File: config.mk
export PLATFORM = sky130hd
export DESIGN_NAME = ifetch
export DESIGN_NICKNAME = d
export VERILOG_FILES = /design/src/rtl/fetch_pkg.sv /design/src/rtl/fetch_buffer.sv /design/src/rtl/ifetch.sv
export SDC_FILE = /design/constraint.sdc
export NUM_CORES = 1
export LEC_CHECK = 0
export ABC_AREA = 1
export BUFFER_PORTS_ARGS = -buffer_cell sky130_fd_sc_hd__buf_2
export CAP_MARGIN = 5
export CORE_AREA = 10 10 263 139
export CTS_CLUSTER_SIZE = 12
export DETAILED_ROUTE_END_ITERATION = 6
export DIE_AREA = 0 0 273 149
export GPL_ROUTABILITY_DRIVEN = 0
export PLACE_DENSITY = 0.91
export SETUP_SLACK_MARGIN = 0.5
export SYNTH_ARGS = -nofsm -noshare
export SYNTH_HDL_FRONTEND = slang
export SYNTH_SLANG_ARGS = --single-unit
File: constraint.sdc
create_clock -name clk -period 23.1 [get_ports clk]
set_clock_uncertainty 0.15 [all_clocks]
set_input_delay 3.465 -clock clk [delete_from_list [all_inputs] [get_ports clk]]
set_output_delay 3.465 -clock clk [all_outputs]
set_load 0.05 [all_outputs]
File: src/rtl/fetch_pkg.sv
// Shared fetch-stage types and constants: NOP filler word, fetch exception
// causes and the buffered fetch entry layout.
package fetch_pkg;

  localparam logic [31:0] NOP_INSTR              = 32'h00000013;
  localparam logic [3:0]  EXC_INSTR_MISALIGNED   = 4'd0;
  localparam logic [3:0]  EXC_INSTR_ACCESS_FAULT = 4'd1;

  typedef struct packed {
    logic [63:0] pc;
    logic [31:0] instr;
    logic        exc_en;
    logic [3:0]  exc_code;
    logic [63:0] exc_val;
  } fetch_entry_t;

  typedef enum logic {
    RUN  = 1'b0,
    HALT = 1'b1
  } fetch_state_e;

endpackage

File: src/rtl/fetch_buffer.sv
// Two-entry fetch FIFO between imem capture and decode; flush empties it
// in one cycle. Payload storage is not reset, only pointers and count.
module fetch_buffer
  import fetch_pkg::*;
(
  input  logic         clk,
  input  logic         rst,
  input  logic         push,
  input  logic         pop,
  input  logic         flush,
  input  fetch_entry_t wr_entry,
  output logic [1:0]   count,
  output fetch_entry_t head
);

  fetch_entry_t mem [2];
  logic         rd_ptr;
  logic         wr_ptr;

  always_ff @(posedge clk) begin
    if (rst || flush) begin
      count  <= 2'd0;
      rd_ptr <= 1'b0;
      wr_ptr <= 1'b0;
    end else begin
      if (push) wr_ptr <= ~wr_ptr;
      if (pop)  rd_ptr <= ~rd_ptr;
      count <= count + 2'(push) - 2'(pop);
    end
  end

  always_ff @(posedge clk) begin
    if (push) mem[wr_ptr] <= wr_entry;
  end

  assign head = mem[rd_ptr];

endmodule

File: src/rtl/ifetch.sv
// Instruction fetch stage: PC register, RUN/HALT control and handoff to decode.
// Optional macro IFETCH_MISALIGN_CHECK_EN raises misaligned-fetch exceptions.
module ifetch
  import fetch_pkg::*;
#(
  parameter logic [63:0] RESET_PC = 64'h0
) (
  input  logic        clk,
  input  logic        rst,
  output logic [63:0] imem_addr,
  input  logic [31:0] imem_instr,
  input  logic        imem_exc_en,
  input  logic [3:0]  imem_exc_code,
  input  logic [63:0] imem_exc_val,
  input  logic        redirect_en,
  input  logic [63:0] redirect_pc,
  output logic        id_valid,
  input  logic        id_ready,
  output logic [63:0] id_pc,
  output logic [31:0] id_instr,
  output logic        id_exc_en,
  output logic [3:0]  id_exc_code,
  output logic [63:0] id_exc_val
);

  fetch_state_e state, state_next;
  logic [63:0]  fpc, fpc_next;
  logic [1:0]   count;
  logic         push, pop;
  fetch_entry_t fetch_entry, head;

  always_comb begin
    fetch_entry = '{pc: fpc, instr: imem_instr, exc_en: imem_exc_en,
                    exc_code: imem_exc_code, exc_val: imem_exc_val};
`ifdef IFETCH_MISALIGN_CHECK_EN
    if (fpc[1:0] != 2'b00) begin
      fetch_entry = '{pc: fpc, instr: NOP_INSTR, exc_en: 1'b1,
                      exc_code: EXC_INSTR_MISALIGNED, exc_val: fpc};
    end
`endif
  end

  // A redirect hides the head so nothing is consumed from the wrong path.
  assign id_valid = (count != 2'd0) && !redirect_en;
  assign pop      = id_valid && id_ready;
  assign push     = (state == RUN) && !redirect_en && ((count != 2'd2) || pop);

  always_comb begin
    state_next = state;
    fpc_next   = fpc;
    if (redirect_en) begin
      state_next = RUN;
      fpc_next   = redirect_pc;
    end else if (push) begin
      if (fetch_entry.exc_en) state_next = HALT;
      else                    fpc_next   = fpc + 64'd4;
    end
  end

  always_ff @(posedge clk) begin
    if (rst) begin
      state <= RUN;
      fpc   <= RESET_PC;
    end else begin
      state <= state_next;
      fpc   <= fpc_next;
    end
  end

  fetch_buffer u_buf (
    .clk      (clk),
    .rst      (rst),
    .push     (push),
    .pop      (pop),
    .flush    (redirect_en),
    .wr_entry (fetch_entry),
    .count    (count),
    .head     (head)
  );

  assign imem_addr   = rst ? RESET_PC : fpc;
  assign id_pc       = id_valid ? head.pc       : 64'd0;
  assign id_instr    = id_valid ? head.instr    : NOP_INSTR;
  assign id_exc_en   = id_valid ? head.exc_en   : 1'b0;
  assign id_exc_code = id_valid ? head.exc_code : 4'd0;
  assign id_exc_val  = id_valid ? head.exc_val  : 64'd0;

endmodule

=== Yosys cells after proc, flatten, opt, wreduce, memory -nomap -nowiden ===
Memory sizes are Yosys's and may differ from the RTL's. A register that Yosys moved wholly into a read port is not among the register bits.
Cells that the tools add are included.

* Logic and storage cells: 39
* Memory bits (read-only): 0
* Memories: 1
* Bits in registers: 69
* Latch bits: 0
* Input port bits: 169
* Memory bits (writable): 330
* Output and inout port bits: 230

* $add $sub $neg: 3
* Reduce and logical (&&, ||, !) cells: 12
* Magnitude comparators: 0
* Bitwise operators: 3
* Shift operators: 0
* Eq/ne operators: 2
* Mux-type cells: 13
* Div/mod/pow operators: 0
* Multipliers: 0

{| class="wikitable"
|+ Memory list
! name !! depth !! width !! read ports !! clocked after Yosys merged registers in !! wr ports !! line !! RTL
|-
| u_buf.mem || 2 || 165 || 1 || 1 || 1 || fetch_buffer.sv:16 || <nowiki>fetch_entry_t mem [2];</nowiki>
|}

{| class="wikitable"
|+ Operators with widths
! operator !! number
|-
| 64-bit 2-to-1 mux || 6
|-
| 64-bit by 3-bit adder with 64-bit output, second input constant || 1
|-
| 32-bit 2-to-1 mux || 1
|-
| 1-bit 2-to-1 mux || 5
|-
| 1-bit logical AND || 4
|-
| 4-bit 2-to-1 mux || 1
|-
| 2-bit AND reduction || 2
|-
| 2-bit nonzero test || 2
|-
| 1-bit inverter || 3
|-
| 2-bit by 1-bit adder with 2-bit output || 1
|-
| 1-bit logical OR || 2
|-
| 2-bit by 1-bit != test with 1-bit output, second input constant || 1
|-
| 2-bit != test, second input constant || 1
|-
| 2-bit OR reduction || 1
|-
| 2-bit by 1-bit subtractor with 2-bit output || 1
|-
| 1-bit zero test || 1
|}

=== Depth between registers and ports, before layout ===
Gate-level depths: netlist of the first run.

* Word-level depth: 7
* Gate-level depth with buffers: 12
* Mapped depth without buffers: 12

=== Modules after synthesis ===
Synthesis of the first run repeated with hierarchy kept, for this count alone.

* Cells, all modules: 1850
* Area total of the unflattened synthesis: 18750.5 sq um

{| class="wikitable"
|+ By module, submodules not included
! module !! sequential area each (sq um) !! area an instance (sq um) !! cells each !! instances
|-
| fetch_buffer || 10009.6 || 12180.4 || 542 || 1
|-
| ifetch || 1301.2 || 6570.1 || 1308 || 1
|}

=== Worst setup path after synthesis of the first run ===
OpenSTA, ideal clock, no wires.

* Path type: input to register
* From: input port id_ready
* To: memory u_buf.mem[1][0] (netlist bit) (enable)
* Stages: 4
* Path slack: 11.677 ns
* Arrival: 10.579 ns
* Required time: 22.256 ns
* Library setup time: 0.694 ns
* Buffers on the path: 0
* Cells stage by stage: inv_1 -> nand3_1 -> nand3_2 -> nor2_1

* Word-level cells in the longest chain between the ends: 5

{| class="wikitable"
|+ Ends and longest elaborated chain
! element !! line !! RTL
|-
| from (decl) || ifetch.sv:18 || <nowiki>input logic id_ready,</nowiki>
|-
| 1-bit logical AND || ifetch.sv:45 || <nowiki>assign pop = id_valid && id_ready;</nowiki>
|-
| 1-bit logical OR || ifetch.sv:46 || <nowiki>assign push = (state == RUN) && !redirect_en && ((count != 2'd2) || pop);</nowiki>
|-
| 1-bit logical AND || ifetch.sv:46 ||
|-
| 1-bit 2-to-1 mux || fetch_buffer.sv:33 || <nowiki>if (push) mem[wr_ptr] <= wr_entry;</nowiki>
|-
| 1-bit 2-to-1 mux (implied by the code) || fetch_buffer.sv:33 ||
|-
| to (decl) || fetch_buffer.sv:16 ||
|}

Every way passes these cells.

=== Worst setup path after layout of the first run ===
* From: input port redirect_en
* To: output port id_pc[14]

* Word-level cells in the longest chain between the ends: 3

{| class="wikitable"
|+ Ends and longest elaborated chain
! element !! line !! RTL
|-
| from (decl) || ifetch.sv:15 || <nowiki>input logic redirect_en,</nowiki>
|-
| 1-bit zero test || ifetch.sv:44 || <nowiki>assign id_valid = (count != 2'd0) && !redirect_en;</nowiki>
|-
| 1-bit logical AND || ifetch.sv:44 ||
|-
| 64-bit 2-to-1 mux || ifetch.sv:82 || <nowiki>assign id_pc = id_valid ? head.pc : 64'd0;</nowiki>
|-
| to (decl) || ifetch.sv:19 || <nowiki>output logic [63:0] id_pc,</nowiki>
|}

Every way passes these cells.

==> metrics.md, run 1 <==
| Metric | Value |
|---|---|
| Count leader, synth | `nand2_1` |
| Post-CTS Setup Bufs | `0` |
| CTS buffer count | `40` |
| Mapped Cells | `1,855` |
| Crit path required time | `19.49 ns` |
| Synth top area share | `0.532` |
| Hold buffer count at cts | `0` |
| Max rail drop VDD | `0.0669 mV` |
| First-pass GRT wire length | `82,400 um` |
| Setup CP Type | `input port to output port` |
| Vias in the first global route | `14,700` |
| DP Wirelength | `39,100 um` |
| Post-Synthesis Cell Area | `18,600 um^2` |
| Cell taking the most area after synthesis | `edfxtp_1` |
| Post-route ant nets | `0` |
| Maximum clock rate | `0.0926 GHz` |
| Clock root cell | `clkbuf_16` |
| Setup TNS | `0 ns` |
| Top area cells in the synthesized netlist | `edfxtp_1 (53%), mux2_2 (9.8%), nand2_1 (9.0%)` |
| R2R Path End | `u_buf.mem[0][84]` |
| Min-Delay Path Depth | `0` |
| EDFF count, synth | `330` |
| Hold Path Class | `flop to flop` |
| Drt drc | `1` |
| IO Port Bufs | `398` |
| Setup ws final | `12.30 ns` |
| H-tree levels | `2` |
| Post-synthesis cell type count | `33` |
| Register area share after synthesis | `0.607` |
| Worst Path Arrival | `7.19 ns` |
| Post-layout util | `0.687` |
| Gr usage total | `0.259` |
| Post-placement cell count | `2,635` |
| Hold path start | `fpc[1]` |
| Ports | `399` |
| Initial Utilization | `0.577` |
| Slowest cell on crit path | `buf_4` |
| Grt ovf | `0` |
| Post-CTS resize count | `0` |
| Final Hold Vio Count | `0` |
| WHS | `0.320 ns` |
| YS warnings | `0` |
| Vias | `15,000` |
| CTS tree | `yes` |
| Drt initial violations | `2,170` |
| Largest stage delay on the critical path | `0.86 ns` |
| Clock Latency Late Sink | `0.56 ns` |
| Final worst path period need | `10.80 ns` |
| Least-Margin Pin Slew | `1.20 ns` |
| Setup-failing EPs final | `0` |
| Core Area | `32,300 um^2` |
| R2r setup slk | `19.19 ns` |
| DR WL/cell | `20.3 um` |
| R2R depth | `6` |
| Failing checks | `DRC` |
| Crit Path Max Fanout | `94` |
| Syn avg cell area | `10.0 um^2` |
| Clock sink total | `400` |
| Chip width | `273 um` |
| Reg clk slew, reported paths | `0.06 ns` |
| Worst Setup End Kind | `output port` |
| Relative slew slack | `0.200` |
| Final Max Tran Viols | `0` |
| Finished Layout Cells | `2,706` |
| Main synth FF type | `edfxtp_1` |
| Hold endpoint | `u_buf.mem[1][102]` |
| Yosys reg bits | `400` |
| RSZ-0062 raised after global routing | `false` |
| Synth Net Count | `2,027` |
| Number of max-cap violations | `0` |
| Largest net degree at the start of global routing | `144` |
| Site Rows | `47` |
| Antenna violations before repair | `4` |
| Die Height | `149 um` |
| Tot Pwr | `1.64 mW` |
| Vias/cell | `5.54` |
| Area Overhead vs Synth | `19.0%` |
| Async set-reset flop share out of synthesis | `0` |
| Placement Cell Area | `21,000 um^2` |
| Nets | `2,408` |
| Layout fillers | `2,353` |
| DP Worst Slack | `12.44 ns` |
| WL final | `55,000 um` |
| DRT Pass-1 Iters | `7` |
| Pwr dens | `74.1 nW/um^2` |
| Status | `finished with violations` |
| Tcrit/Tclk final | `0.468` |
| Worst path cell trace | `buf_2 > buf_4 > inv_2 > o21ai_0 > inv_4 > buf_4 > nand2_1 > inv_1 > buf_2` |
| Die area | `40,700 um^2` |
| Design area | `22,200 um^2` |
| RR Startpoint | `u_buf.count[0]` |
| Worst setup SP type | `input port` |
| Layout cell share with drive strength beyond 1 | `0.291` |
| Synth cell count leaders | `nand2_1 (449), edfxtp_1 (330), inv_1 (291), nor2_1 (223), mux2_2 (162)` |
| Max clock buf depth | `3` |
| Leak pwr | `10.2 nW` |
## power by group
group          total, mW  switching (mW)  internal (mW)
logic              0.186           0.132         0.0541
registers          0.852          0.0272          0.825
clock network      0.604           0.264          0.339
## registers in the layout, summed over array words and instances, names as in the netlist, named ones only
register,cells
state,1
fpc,64
u_buf.count,2
u_buf.rd_ptr,1
u_buf.mem,330
u_buf.wr_ptr,1
## cell families (layout without fill, tap and decap cells)
| logic type | Yosys count | count (layout) | share of synthesized area |
|---|---|---|---|
| muxes | 162 | 162 | 0.0979 |
| xor gates and xnor gates | 13 | 13 | 0.00611 |
| AOI/OAI and AO/OA | 130 | 130 | 0.0375 |
| buffers and inverters | 364 | 770 | 0.0755 |
| DFF | 400 | 400 | 0.607 |
| and+or+nand+nor | 783 | 783 | 0.174 |
| other | 0 | 4 | 0 |
| adders and majority gates | 3 | 3 | 0.00202 |
## cell usage in the layout (no fill, tap or decap), types with 3 or more instances in the layout
master	instances
o211ai_1	8
nor2_4	10
nand2_4	5
buf_2	397
clkbuf_1	20
nand2_2	10
edfxtp_1	330
mux2_2	162
nor3_1	3
inv_2	4
nand4_1	16
o21ai_0	42
nand3_1	60
diode_2	4
nand2_1	449
nor2_2	4
a31oi_1	8
xor2_1	11
dfxtp_1	69
a21oi_1	38
nor2_1	220
clkbuf_16	40
inv_1	290
o21ai_1	28
buf_4	10
ha_1	3
## critical path, delay by kind of cell
kind / cells / cell delay [ns]
buffers and inverters: 7 / 2.98
AND/OR/NAND/NOR: 1 / 0.17
AO/OA/AOI/OAI: 1 / 0.39
## area by class of cell
type	count	area (um^2)	share of cell area
multi-input combinational	1091	5930	0.267
clock inverter	5	65.1	0.00294
antenna	4	10.0	0.000452
timing repair buffer	408	2080	0.0939
sequential	400	11300	0.510
clock buffer	62	1100	0.0498
tap	441	552	0.0249
inverter	295	1110	0.0501
## layer usage
metal / vias to the layer above / share of wire / track usage
li1: 6803 / - / -
met1: 6984 / 0.37 / 0.327
met2: 1004 / 0.46 / 0.413
met3: 186 / 0.13 / 0.0872
met4: 2 / 0.034 / 0.0896
met5: - / 0.00020 / 0
## worst max path at each step
| stage | start | endpoint | slack [ns] | cells past startpoint |
|---|---|---|---|---|
| after floorplan | id_ready | u_buf.mem[1][0] | 11.68 | 4 |
| after global placement | redirect_en | id_pc[9] | 12.65 | 9 |
| after detailed placement | redirect_en | id_pc[46] | 12.44 | 9 |
| after CTS | redirect_en | id_pc[46] | 12.44 | 9 |
| after global routing | redirect_en | id_pc[53] | 12.08 | 9 |
| final | redirect_en | id_pc[14] | 12.30 | 9 |
Note: power is estimated with default switching activity, not from simulation.
==> run 2: changes to the inputs <==
CORE_AREA = 10 10 284 150   (was 10 10 263 139)
DIE_AREA = 0 0 294 160   (was 0 0 273 149)
PLACE_DENSITY = 0.83   (was 0.91)
clock period = 9.65 ns   (was 23.1 ns; I/O delays follow)
==> run 2 against run 1 <==
Against the previous run: the run still ends with DRC left; die area rose by 16%; flip-flop and latch count did not move; clock power rose by 140%; sequential power rose by 140%; first-iteration DRC count fell by 20%; sequential share of layout area fell by 0.17 points; critical path type unchanged; critical endpoint is now id_pc[36]; largest cell class unchanged.
==> metrics.md, run 2 (synthesized netlist as in run 1, its figures left out) <==
| Metric | Value |
|---|---|
| Comb pwr share | `0.113 (about the same)` |
| Largest stage delay on the critical path | `0.69 ns (-0.17 ns)` |
| Gr usage total | `0.226 (-0.0322)` |
| Setup TNS | `0 ns (unchanged)` |
| Site Rows | `51 (+8.5%)` |
| Failing checks | `DRC` |
| Most frequent cells in the layout | `nand2_1 (449), buf_2 (397), edfxtp_1 (330)` |
| Hold buffer count at cts | `0 (unchanged)` |
| DRT Pass-1 Iters | `7 (unchanged)` |
| R2r setup slk | `6.55 ns (-12.64 ns)` |
| Post-route ant nets | `0 (unchanged)` |
| Leak pwr | `10.2 nW (about the same)` |
| Vias in the first global route | `14,800 (+0.37%)` |
| Vias | `14,800 (-1.4%)` |
| Max reg flops | `330 (unchanged)` |
| Reg clk slew, reported paths | `0.06 ns (about the same)` |
| Biggest regs | `u_buf.mem (330), fpc (64), u_buf.count (2)` |
| RR Startpoint | `u_buf.count[0]` |
| Most frequent CP cell | `buf_2` |
| Hold Path Class | `flop to flop` |
| Max rail drop VDD | `0.0986 mV (+48%)` |
| Least-Margin Pin Slew | `1.17 ns (-0.0285 ns)` |
| Largest net degree at the start of global routing | `149 (+3.5%)` |
| Die Height | `160 um (+7.4%)` |
| Slowest cell on crit path | `inv_2` |
| R2R depth | `11 (+5)` |
| CTS buffer count | `40 (unchanged)` |
| Post-CTS resize count | `0 (unchanged)` |
| Top cell family by delay on the critical path | `buffers and inverters` |
| Initial Utilization | `0.491 (-0.0864)` |
| First-pass GRT wire length | `84,000 um (+2.0%)` |
| Chip width | `294 um (+7.7%)` |
| Status | `finished with violations` |
| Ports | `399 (unchanged)` |
| Vias/cell | `5.34 (-3.6%)` |
| Tcrit/Tclk final | `0.642` |
| Crit path required time | `8.05 ns (-11.44 ns)` |
| Core Area | `38,000 um^2 (+18%)` |
| Post-CTS Setup Bufs | `0 (unchanged)` |
| Layout cell share with drive strength beyond 1 | `0.292 (+0.000313)` |
| Clock power share | `0.366 (-0.002)` |
| R2R Path End | `fpc[35]` |
| Clock sink total | `400 (unchanged)` |
| Int Pwr | `2.90 mW (+140%)` |
| Worst Setup End Kind | `output port` |
| Most common cell after layout, fill and taps aside | `nand2_1` |
| Tot Pwr | `3.92 mW (+140%)` |
| Pwr dens | `176 nW/um^2 (+140%)` |
| Crit Path Max Fanout | `94 (unchanged)` |
| Drt drc | `8 (+7)` |
| H-tree levels | `2 (unchanged)` |
| DR WL/cell | `20.0 um (-1.5%)` |
| Psw | `1.02 mW (+140%)` |
| CTS tree | `yes` |
| IO Port Bufs | `398 (unchanged)` |
| Crit path depth | `9 (unchanged)` |
| Area Overhead vs Synth | `19.4%` |
| WL final | `55,400 um (+0.71%)` |
| Setup CP Type | `input port to output port` |
| Worst Path Arrival | `4.60 ns (-2.59 ns)` |
| Die area | `47,000 um^2 (+16%)` |
| WP buf/inv | `7 (unchanged)` |
| Layout fillers | `3,169 (+35%)` |
| Clock Latency Late Sink | `0.55 ns (about the same)` |
| Largest Register | `u_buf.mem` |
| Antenna violations before repair | `2 (-2)` |
| Final worst path period need | `6.20 ns` |
| Maximum clock rate | `0.161 GHz` |
| Worst setup SP type | `input port` |
| Final Max Tran Viols | `0 (unchanged)` |
| Setup-failing EPs final | `0 (unchanged)` |
| Nets | `2,409 (+0.042%)` |
| CP endpoint | `id_pc[36]` |
| Number of max-cap violations | `0 (unchanged)` |
| Sequential share of power | `0.520 (about the same)` |
| RSZ-0062 raised after global routing | `false` |
| Relative slew slack | `0.216 (+0.0161)` |
| DP Wirelength | `40,000 um (+2.2%)` |
| Worst path cell trace | `buf_2 > buf_4 > inv_2 > o21ai_0 > inv_4 > buf_12 > nand2_1 > inv_1 > buf_2` |
| Grt ovf | `0 (unchanged)` |
| Final Hold Vio Count | `0 (unchanged)` |
| Sw Share | `0.260 (+0.00218)` |
| Clock root cell | `clkbuf_16` |
| Drt initial violations | `1,727 (-20%)` |
| Max clock buf depth | `3 (unchanged)` |
| CP startpoint | `redirect_en` |
==> run 2: cell types whose count changed in the layout (fill, tap and decap cells not counted) <==
cell,before,now
clkbuf_8,2,1
clkinv_1,0,1
clkinv_4,0,1
bufinv_16,1,0
clkbuf_16,40,41
clkinv_8,1,0
inv_6,1,2
diode_2,4,2
buf_12,1,2
clkbuf_1,20,19
==> run 2: how the worst min path moves through the flow <==
stage	to	cells after the start	startpoint
2_1_floorplan	u_buf.mem[0][101]	0	fpc[0]
3_3_place_gp	u_buf.mem[0][102]	0	fpc[1]
3_5_place_dp	u_buf.mem[0][102]	0	fpc[1]
4_1_cts	u_buf.mem[0][102]	0	fpc[1]
5_1_grt	u_buf.mem[0][102]	0	fpc[1]
6_report	u_buf.mem[0][102]	0	fpc[1]
==> run 2: cell type report <==
type | instances | area (um^2) | share of cell area
clock inverters | 6 | 40.0 | 0.00180
diodes | 2 | 5.00 | 0.000225
flip-flops and latches | 400 | 11300 | 0.509
inverters | 295 | 1110 | 0.0499
well taps | 503 | 629 | 0.0283
multi-input cells | 1091 | 5930 | 0.267
repair buffers | 409 | 2100 | 0.0945
clock buffers | 61 | 1110 | 0.0500
==> run 2: metal layers <==
metal	track usage	up-vias	routed length, um
met5	0	-	0
met4	0.0727	0	1690
met3	0.0758	156	6660
met2	0.365	905	25700
met1	0.284	6926	21400
li1	-	6785	-
==> run 2: power groups by stage <==
| stage | clock network [mW] | logic, mW | registers [mW] |
|---|---|---|---|
| floorplan | 0 | 0.306 | 2.05 |
| global placement | 0 | 0.433 | 2.06 |
| detailed placement | 0 | 0.443 | 2.07 |
| CTS | 1.47 | 0.445 | 2.03 |
| global route | 1.55 | 0.478 | 2.04 |
| finish | 1.43 | 0.444 | 2.04 |
==> run 2: metrics by stage <==
stage	utilization	cells	worst slack [ns]	hold WS (ns)	instance area, um^2
floorplan	-	1855	3.04	0.276	18600
global placement	0.555	2698	3.60	0.279	21100
detailed placement	0.555	2698	3.51	0.306	21100
CTS	0.586	2765	3.52	0.321	22200
global route	0.586	2767	3.25	0.349	22200
finish	0.586	2767	3.45	0.322	22200
